`config.mk`:
```
export PLATFORM = sky130hd
export DESIGN_NAME = mem_loader
export DESIGN_NICKNAME = d
export VERILOG_FILES = /design/src/rtl/mem_loader_pkg.sv /design/src/rtl/mem_loader_addr_gen.sv /design/src/rtl/mem_loader.sv
export SDC_FILE = /design/constraint.sdc
export NUM_CORES = 1
export LEC_CHECK = 0
export BUFFER_PORTS_ARGS = -buffer_cell sky130_fd_sc_hd__buf_2
export CELL_PAD_IN_SITES_DETAIL_PLACEMENT = 0
export CELL_PAD_IN_SITES_GLOBAL_PLACEMENT = 1
export CORE_MARGIN = 2
export CORE_UTILIZATION = 41
export CTS_CLUSTER_SIZE = 20
export DETAILED_ROUTE_END_ITERATION = 7
export PLACE_DENSITY_LB_ADDON = 0.1
export SYNTH_ARGS = -nofsm -noshare
export SYNTH_HDL_FRONTEND = slang
export SYNTH_SLANG_ARGS = --single-unit
```
`constraint.sdc`:
```
create_clock -name clk -period 6.5 [get_ports clk]
set_clock_uncertainty 0.15 [all_clocks]
set_input_delay 0.325 -clock clk [delete_from_list [all_inputs] [get_ports clk]]
set_output_delay 0.325 -clock clk [all_outputs]
set_load 0.03 [all_outputs]
```
`src/rtl/mem_loader_pkg.sv`:
```
`default_nettype none
// ============================================================================
// mem_loader_pkg : shared header fields, op encodings and FSM states
// Revision: 1.0
// ============================================================================
package mem_loader_pkg;

   localparam logic [1:0] OP_WR_IMEM = 2'b00;
   localparam logic [1:0] OP_WR_DMEM = 2'b01;
   localparam logic [1:0] OP_RD_DMEM = 2'b10;
   localparam logic [1:0] OP_RUN     = 2'b11;

   localparam int HDR_OP_LSB   = 30;
   localparam int HDR_CNT_LSB  = 16;
   localparam int HDR_BASE_LSB = 0;
   localparam int HDR_BASE_W   = 16;

   typedef enum logic [2:0] {
      IDLE    = 3'd0,
      WR      = 3'd1,
      RD_REQ  = 3'd2,
      RD_WAIT = 3'd3,
      RD_RESP = 3'd4,
      RUN     = 3'd5
   } state_t;

endpackage
`default_nettype wire

```
`src/rtl/mem_loader_addr_gen.sv`:
```
`default_nettype none
// ============================================================================
// mem_loader_addr_gen : word-aligned +4 address counter (16-bit wrap) and
//                       remaining-count down-counter with last flag
// Revision: 1.0
// ============================================================================
module mem_loader_addr_gen
   import mem_loader_pkg::*;
#(
   parameter int CNT_W = 14
) (
   input  logic                  clk,
   input  logic                  arst_n,
   input  logic                  load,
   input  logic [HDR_BASE_W-1:0] base,
   input  logic [CNT_W-1:0]      count,
   input  logic                  step,
   output logic [31:0]           addr,
   output logic                  last
);

   logic [HDR_BASE_W-1:0] r_addr;
   logic [CNT_W-1:0]      r_rem;
   logic                  w_unused_base;

   assign w_unused_base = ^base[1:0];

   always_ff @(posedge clk or negedge arst_n) begin
      if (!arst_n) begin
         r_addr <= '0;
         r_rem  <= '0;
      end else if (load) begin
         r_addr <= {base[HDR_BASE_W-1:2], 2'b00};
         r_rem  <= count;
      end else if (step) begin
         r_addr <= r_addr + HDR_BASE_W'(4);
         r_rem  <= r_rem - CNT_W'(1);
      end
   end

   assign addr = {{(32-HDR_BASE_W){1'b0}}, r_addr};
   assign last = (r_rem == CNT_W'(1));

endmodule
`default_nettype wire

```
`src/rtl/mem_loader.sv`:
```
`default_nettype none
// ============================================================================
// mem_loader : host command-stream loader for cpu IMEM/DMEM and run control
//              optional trailing-checksum check under LOADER_CHECKSUM_EN
// Revision: 1.0
// ============================================================================
module mem_loader
   import mem_loader_pkg::*;
#(
   parameter int RD_LAT = 1,
   parameter int CNT_W  = 14
) (
   input  logic        clk,
   input  logic        arst_n,
   input  logic        cmd_valid,
   output logic        cmd_ready,
   input  logic [31:0] cmd_data,
   output logic        resp_valid,
   input  logic        resp_ready,
   output logic [31:0] resp_data,
   output logic        cpu_enable,
   output logic        busy,
   output logic [31:0] addr_ext,
   output logic        wen_ext,
   output logic        ren_ext,
   output logic [31:0] wdata_ext,
   input  logic [31:0] rdata_ext,
   output logic [31:0] addr_ext_2,
   output logic        wen_ext_2,
   output logic        ren_ext_2,
   output logic [31:0] wdata_ext_2,
   input  logic [31:0] rdata_ext_2
`ifdef LOADER_CHECKSUM_EN
   ,
   output logic        err
`endif
);

   localparam int WAIT_W = $clog2(RD_LAT + 2);

   state_t            r_state, w_state_nxt;
   logic              w_cmd_hs, w_resp_hs;
   logic              w_gen_load, w_gen_step, w_gen_last, w_wr_strobe;
   logic [31:0]       w_gen_addr;
   logic [1:0]        w_op;
   logic [CNT_W-1:0]  w_cnt;
   logic              w_cnt_nz, w_rd_done, w_in_trailer;
   logic              r_is_dmem;
   logic [WAIT_W-1:0] r_wait;
   logic              w_unused;

   assign w_cmd_hs  = cmd_valid && cmd_ready;
   assign w_resp_hs = resp_valid && resp_ready;
   assign w_op      = cmd_data[HDR_OP_LSB +: 2];
   assign w_cnt     = cmd_data[HDR_CNT_LSB +: CNT_W];
   assign w_cnt_nz  = (w_cnt != '0);
   assign w_rd_done = (r_wait == WAIT_W'(RD_LAT));
   assign ren_ext   = 1'b0;
   assign w_unused  = ^rdata_ext;

   mem_loader_addr_gen #(.CNT_W(CNT_W)) u_addr_gen (
      .clk    (clk),
      .arst_n (arst_n),
      .load   (w_gen_load),
      .base   (cmd_data[HDR_BASE_LSB +: HDR_BASE_W]),
      .count  (w_cnt),
      .step   (w_gen_step),
      .addr   (w_gen_addr),
      .last   (w_gen_last)
   );

`ifdef LOADER_CHECKSUM_EN
   localparam bit CKSUM = 1'b1;
   logic        r_trailer;
   logic [31:0] r_sum;

   assign w_in_trailer = r_trailer;

   // Trailer word closes the burst; it is compared, never written.
   always_ff @(posedge clk or negedge arst_n) begin
      if (!arst_n) begin
         r_sum     <= '0;
         r_trailer <= 1'b0;
         err       <= 1'b0;
      end else if (w_gen_load) begin
         r_sum     <= '0;
         r_trailer <= 1'b0;
      end else if (w_wr_strobe) begin
         r_sum <= r_sum + cmd_data;
         if (w_gen_last) r_trailer <= 1'b1;
      end else if (r_state == WR && w_cmd_hs && r_trailer) begin
         if (cmd_data != r_sum) err <= 1'b1;
         r_trailer <= 1'b0;
      end
   end
`else
   localparam bit CKSUM = 1'b0;
   assign w_in_trailer = 1'b0;
`endif

   always_ff @(posedge clk or negedge arst_n) begin
      if (!arst_n) r_state <= IDLE;
      else         r_state <= w_state_nxt;
   end

   always_comb begin
      w_state_nxt = r_state;
      w_gen_load  = 1'b0;
      w_gen_step  = 1'b0;
      w_wr_strobe = 1'b0;
      case (r_state)
         IDLE: begin
            if (w_cmd_hs) begin
               w_gen_load = 1'b1;
               case (w_op)
                  OP_WR_IMEM, OP_WR_DMEM: if (w_cnt_nz) w_state_nxt = WR;
                  OP_RD_DMEM:             if (w_cnt_nz) w_state_nxt = RD_REQ;
                  default:                w_state_nxt = RUN;
               endcase
            end
         end
         WR: begin
            if (w_cmd_hs) begin
               if (w_in_trailer) begin
                  w_state_nxt = IDLE;
               end else begin
                  w_wr_strobe = 1'b1;
                  w_gen_step  = 1'b1;
                  if (w_gen_last && !CKSUM) w_state_nxt = IDLE;
               end
            end
         end
         RD_REQ:  w_state_nxt = RD_WAIT;
         RD_WAIT: if (w_rd_done) w_state_nxt = RD_RESP;
         RD_RESP: begin
            if (w_resp_hs) begin
               if (w_gen_last) begin
                  w_state_nxt = IDLE;
               end else begin
                  w_gen_step  = 1'b1;
                  w_state_nxt = RD_REQ;
               end
            end
         end
         RUN:     if (w_cmd_hs) w_state_nxt = IDLE;
         default: w_state_nxt = IDLE;
      endcase
   end

   // All host- and memory-facing outputs are registered from the next state.
   always_ff @(posedge clk or negedge arst_n) begin
      if (!arst_n) begin
         cmd_ready   <= 1'b0;
         busy        <= 1'b0;
         cpu_enable  <= 1'b0;
         resp_valid  <= 1'b0;
         resp_data   <= '0;
         addr_ext    <= '0;
         wen_ext     <= 1'b0;
         wdata_ext   <= '0;
         addr_ext_2  <= '0;
         wen_ext_2   <= 1'b0;
         ren_ext_2   <= 1'b0;
         wdata_ext_2 <= '0;
         r_is_dmem   <= 1'b0;
         r_wait      <= '0;
      end else begin
         cmd_ready  <= (w_state_nxt == IDLE) || (w_state_nxt == WR) || (w_state_nxt == RUN);
         busy       <= (w_state_nxt != IDLE);
         cpu_enable <= (w_state_nxt == RUN);
         wen_ext    <= w_wr_strobe && !r_is_dmem;
         wen_ext_2  <= w_wr_strobe && r_is_dmem;
         ren_ext_2  <= (r_state == RD_REQ);
         if (w_gen_load) r_is_dmem <= (w_op == OP_WR_DMEM);
         if (w_wr_strobe && !r_is_dmem) begin
            addr_ext  <= w_gen_addr;
            wdata_ext <= cmd_data;
         end
         if (w_wr_strobe && r_is_dmem) begin
            addr_ext_2  <= w_gen_addr;
            wdata_ext_2 <= cmd_data;
         end
         if (r_state == RD_REQ) addr_ext_2 <= w_gen_addr;
         if (r_state == RD_REQ)       r_wait <= '0;
         else if (r_state == RD_WAIT) r_wait <= r_wait + WAIT_W'(1);
         if (r_state == RD_WAIT && w_rd_done) begin
            resp_data  <= rdata_ext_2;
            resp_valid <= 1'b1;
         end else if (w_resp_hs) begin
            resp_valid <= 1'b0;
         end
      end
   end

endmodule
`default_nettype wire

```
==> results of run 1 <==
state kept, by name (all words and copies together), names as in the netlist:
signal	count
busy	1
u_addr_gen.r_rem	14
resp_valid	1
addr_ext	14
wen_ext	1
cmd_ready	1
ren_ext_2	1
u_addr_gen.r_addr	14
resp_data	32
r_state	3
cpu_enable	1
wdata_ext	32
addr_ext_2	14
wdata_ext_2	32
r_wait	2
r_is_dmem	1
wen_ext_2	1
power by group:
group	total, uW	switching (uW)	internal (uW)
Combinational	2490	1570	920
Clock	1010	425	581
Sequential	1870	329	1540
kinds of logic after synthesis:
logic type	Yosys count	synth area share, %
compound gates	97	8.04
fa+ha+maj	4	0.695
buf+inv	80	6.50
flops	165	57.3
mux	125	19.5
other cells	1	0.0521
simple gates	108	7.87
per-layer routing:
layer / global-route usage [%] / share of wire, %
met1: 24.0 / 44
met2: 30.6 / 50
met3: 4.56 / 4.9
met4: 5.73 / 1.2
met5: 0 / 0
metrics by stage:
step / utilization, % / instances / area [um^2]
3_3_place_gp: 47.9 / 975 / 8250
3_5_place_dp: 47.9 / 975 / 8250
2_1_floorplan: - / 616 / 7340
5_1_grt: 53.4 / 1043 / 9200
4_1_cts: 53.4 / 1043 / 9200
6_report: 53.4 / 1044 / 9210
worst paths after layout:
check	to	slack (ns)	cells past startpoint
worst min-delay path	wdata_ext_2[12]	0.02	2
worst max-delay path	addr_ext_2[2]	3.47	5
max in group asynchronous	ren_ext_2	4.29	3
min in group asynchronous	wen_ext	0.36	2
worst max register to register	addr_ext_2[2]	3.47	5
worst min register to register	r_wait[1]	0.34	2
area by class of cell:
type | count | share of cell area, %
antenna | 1 | 0.0272
clock buffer | 19 | 4.81
clock inverter | 13 | 1.62
inverter | 9 | 0.367
multi-input combinational | 371 | 30.0
sequential | 165 | 44.8
tap | 225 | 3.06
timing repair buffer | 241 | 15.3
worst max-delay path, cell delays in order, from the launching register on:
cell	delay, ns
dfrtp_1	0.45
nor2_1	0.17
and2_1	0.18
and4_2	0.88
or2_1	0.66
mux2_2	0.41
timing repair:
item                                   CTS  global route
buffers inserted                         0             0
gates resized for setup                  0             0
endpoints found under the hold margin  121             0
hold buffers                            36             0
cell usage in the layout (no fill, tap or decap), drive strengths merged, types with 3 or more instances in the layout:
master / n
ha: 4
buf: 205
nor2: 22
dfrtp: 165
and4: 3
o21ai: 34
inv: 13
dlygate4sd3: 36
nor4: 7
nand3: 11
o2bb2ai: 3
nor3b: 4
and3: 4
nor3: 6
a21oi: 32
a22oi: 4
o22ai: 8
clkinvlp: 6
nand2: 29
clkbuf: 19
and2: 3
nand3b: 4
conb: 37
nand2b: 4
mux2: 124
==> flow_summary.toml, run 1 <==
[route]
drt_iter0_markers = 272
vias = 5198
drt-total-wl_um = 16800
first_pass_iters = 4
ant_nets = 0
wire_per_inst_um = 16.1
drc = 0
via_per_inst = 4.98

[floorplan]
die-height_um = 137
coreArea_um2 = 17200
fp.dieW_um = 137
ios = 268
rows = 48
start_util_pct = 41.8
die_area_um2 = 18600

[setup_path]
worstReg2RegStart = "r_state[1]"
worst_ep_arrival_time_ns = 3.18
path_class = "register to register"
cp_max_fo = 34
end_kind = "register"
startpoint = "r_state[1]"
critPathLaunchType = "register"
cp_data_required_time_ns = 6.65

[synthesis]
synth-edff-count = 0
yosysMostFrequentCell = "dfrtp_1"
synth_common_cells = "165 x dfrtp_1, 124 x mux2_2, 39 x buf_4"
synth_top_area_cell = "dfrtp_1"
netlist_instances = 580
ys_top_cells_by_area = "dfrtp_1 57%, mux2_2 19%, buf_4 4.1%"
async_flop_share_pct = 100
avgSynthCellArea_um2 = 12.4
yosysWarnings = 0
synth_ff_type = "dfrtp_1"
ys_ff_latch = 165
yosys.area.top_type_share_pct = 57.3
yosysSeqAreaShare_pct = 57.3
synth.distinct_cells = 51
netlist_area_um2 = 7200

[clock_network]
cts_tree = "built"
insertion_delay_ns = 0.43
clockBufferDepth = 2
path_clk_slew_ns = 0.07
cts_root_buf = "clkbuf_16"
numCtsBuffers = 17
cts.sinks = 165
h-tree-depth = 4

[power]
power_density_nw_per_um2 = 583
power_leakage_uw = 0.00428
power.total_uw = 5370
ir_drop_v = 0.000268

[placement]
port_buffers = 198
gp_congestion = 0.789
pre_cts_ws_ns = 3.45
hpwlAfterDp_um = 11400

[timing]
slew_viol_final = 0
worstMarginPinSlew_ns = 1.09
period_share_pct = 46.7
rsz0062_at_grt = "false"
finalSetupViolations = 0
fin_ws_ns = 3.47
layout_min_cycle_time_ns = 3.03
max_freq_ghz = 0.330
finalHoldViolations = 0
slew_headroom_pct = 27.2
tns_ns = 0
hold_ws_ns = 0.0203

[global_route]
grt_max_degree = 86
gr-usage-all-layers_pct = 18.5
grt_antenna_before_repair = 0
grt_pass1_vias = 5260
grt_pass1_wl_um = 26600
grt-ovfl-total = 0

[layout]
syn_to_final_growth_pct = 27.8
regArea_um2 = 4130
drive_gt1_share_pct = 45.2
multi_input_area_um2 = 2760
final_nets = 909
fillers = 1553

[min_path]
min-delay-start = "cmd_data[12]"
hold_path_class = "input pin to register"

[flow_run]
drv_cap = 0

[run_status]
status = "finished clean"
Power figures use the tool's default switching activity.
==> run 2: changes to the inputs <==
--- a/config.mk
+++ b/config.mk
@@ -9,7 +9,7 @@
 export CELL_PAD_IN_SITES_DETAIL_PLACEMENT = 0
 export CELL_PAD_IN_SITES_GLOBAL_PLACEMENT = 1
 export CORE_MARGIN = 2
-export CORE_UTILIZATION = 41
+export CORE_UTILIZATION = 34
 export CTS_CLUSTER_SIZE = 20
 export DETAILED_ROUTE_END_ITERATION = 7
 export PLACE_DENSITY_LB_ADDON = 0.1
==> constraint.sdc (replaced) <==
create_clock -name clk -period 2.5 [get_ports clk]
set_clock_uncertainty 0.15 [all_clocks]
set_input_delay 0.125 -clock clk [delete_from_list [all_inputs] [get_ports clk]]
set_output_delay 0.125 -clock clk [all_outputs]
set_load 0.03 [all_outputs]
==> flow_summary.toml, run 2 (synthesis gave the netlist of run 1 again) <==
[run_status]
status = "finished clean"

[setup_path]
rrSetupSlack_ns = 0.16
cp_data_required_time_ns = 2.62
end_kind = "register"
cp_max_fo = 6
worstReg2RegStart = "u_addr_gen.r_rem[2]"
worst_ep_arrival_time_ns = 2.46
critPathLaunchType = "register"
reg2reg_to = "u_addr_gen.r_rem[13]"
reg2reg_depth = 4
path_class = "register to register"

[global_route]
grt_antenna_before_repair = 0
grt_pass1_wl_um = 28100
grt_pass1_vias = 5415
gr-usage-all-layers_pct = 16.1
grt-ovfl-total = 0
grt_max_degree = 66

[layout]
final_nets = 947
top_regs = "resp_data x32, wdata_ext x32, wdata_ext_2 x32"
syn_to_final_growth_pct = 34.5
mostFrequentLayoutCells = "197 x buf_2, 165 x dfrtp_1, 124 x mux2_2"
drive_gt1_share_pct = 44.0
final_common_cell = "buf_2"
fillers = 1918
final_cells = 1129
diodes = 0

[floorplan]
rows = 53
die-height_um = 150
coreArea_um2 = 20900
die_area_um2 = 22400
start_util_pct = 34.5
fp.dieW_um = 150
ios = 268

[clock_network]
clockBufferDepth = 2
numCtsBuffers = 17
path_clk_slew_ns = 0.06
h-tree-depth = 4
cts_root_buf = "clkbuf_16"
insertion_delay_ns = 0.42
cts_tree = "built"
cts.sinks = 165

[placement]
gp_congestion = 0.742
placed_cells = 1031
hpwlAfterDp_um = 11900
port_buffers = 198
pre_cts_ws_ns = 0.171

[route]
first_pass_iters = 4
drt_iter0_markers = 243
wire_per_inst_um = 15.5
via_per_inst = 4.72
ant_nets = 0
drt-total-wl_um = 17500
vias = 5334
drc = 0

[flow_run]
drv_cap = 0

[timing]
period_share_pct = 93.7
slew_viol_final = 0
tns_ns = 0
layout_min_cycle_time_ns = 2.34
fin_ws_ns = 0.157
worstMarginPinSlew_ns = 0.648
max_freq_ghz = 0.427
finalHoldViolations = 0
finalSetupViolations = 0
rsz0062_at_grt = "false"
slew_headroom_pct = 56.8

[min_path]
hold_path_class = "input pin to asynchronous set/reset pin"

[power]
power_density_nw_per_um2 = 1450
ir_drop_v = 0.000684
power_leakage_uw = 0.00447
-- run 2: cell types whose count changed in the layout (fill, tap and decap cells not counted) --
| cell | before | now |
|---|---|---|
| buf_12 | 0 | 5 |
| buf_4 | 7 | 9 |
| clkbuf_8 | 1 | 4 |
| clkinv_2 | 0 | 3 |
| clkinv_4 | 1 | 0 |
| clkinvlp_4 | 6 | 2 |
| diode_2 | 1 | 0 |
| dlygate4sd3_1 | 36 | 67 |
| inv_6 | 4 | 1 |
| nor4b_1 | 1 | 0 |
| nor4b_2 | 0 | 1 |
-- run 2: repair_timing --
action | CTS | global route
hold buffers | 67 | 0
buffers inserted | 0 | 1
hold endpoints to repair | 188 | 0
gates resized for setup | 0 | 1
setup endpoints to repair | 0 | 18
-- run 2: area by class of cell --
type / instances / area [um^2] / share of cell area (%)
Inverter: 9 / 33.8 / 0.349
Sequential cell: 165 / 4130 / 42.6
Clock buffer: 22 / 484 / 5.00
Clock inverter: 8 / 98.8 / 1.02
Timing Repair Buffer: 279 / 1840 / 18.9
Tap cell: 275 / 344 / 3.55
Multi-Input combinational cell: 371 / 2760 / 28.5
-- run 2: through the flow --
stage	power, uW	util (%)	instance area (um^2)	hold slack, ns
finish	14100	46.4	9690	0.124
global route	15000	46.4	9690	0.170
CTS	14300	46.3	9680	0.139
detailed placement	11500	40.3	8420	0.0179
global placement	11400	40.3	8420	0.0114
floorplan	9540	-	7340	-0.321
-- run 2: worst max-delay path, stage by stage, from the launching register on --
cell and delay, ns:
dfrtp_1 0.42, or4_4 0.57, or4b_1 0.66, o32ai_2 0.30, a21oi_1 0.09
-- run 2: worst max-delay path by stage --
stage | startpoint | endpoint | cells past startpoint
after floorplan | u_addr_gen.r_rem[2] | u_addr_gen.r_rem[13] | 5
after global placement | u_addr_gen.r_rem[2] | u_addr_gen.r_rem[11] | 5
after detailed placement | u_addr_gen.r_rem[2] | u_addr_gen.r_rem[13] | 4
after CTS | u_addr_gen.r_rem[2] | u_addr_gen.r_rem[13] | 4
after global routing | u_addr_gen.r_rem[2] | u_addr_gen.r_rem[11] | 5
final | u_addr_gen.r_rem[2] | u_addr_gen.r_rem[13] | 4
-- run 2: metal layers --
| metal | up-vias | part of all wire [%] | GRT usage [%] |
|---|---|---|---|
| met5 | - | 0 | 0 |
| met4 | 0 | 1.4 | 4.67 |
| met3 | 20 | 5.6 | 3.75 |
| met2 | 168 | 50 | 27.8 |
| met1 | 2630 | 43 | 20.2 |
| li1 | 2516 | - | - |
-- run 2: power breakdown --
group	total, uW	switching [uW]	internal [uW]
Combinational	6620	4110	2510
Sequential	4870	856	4020
Clock	2590	1020	1560
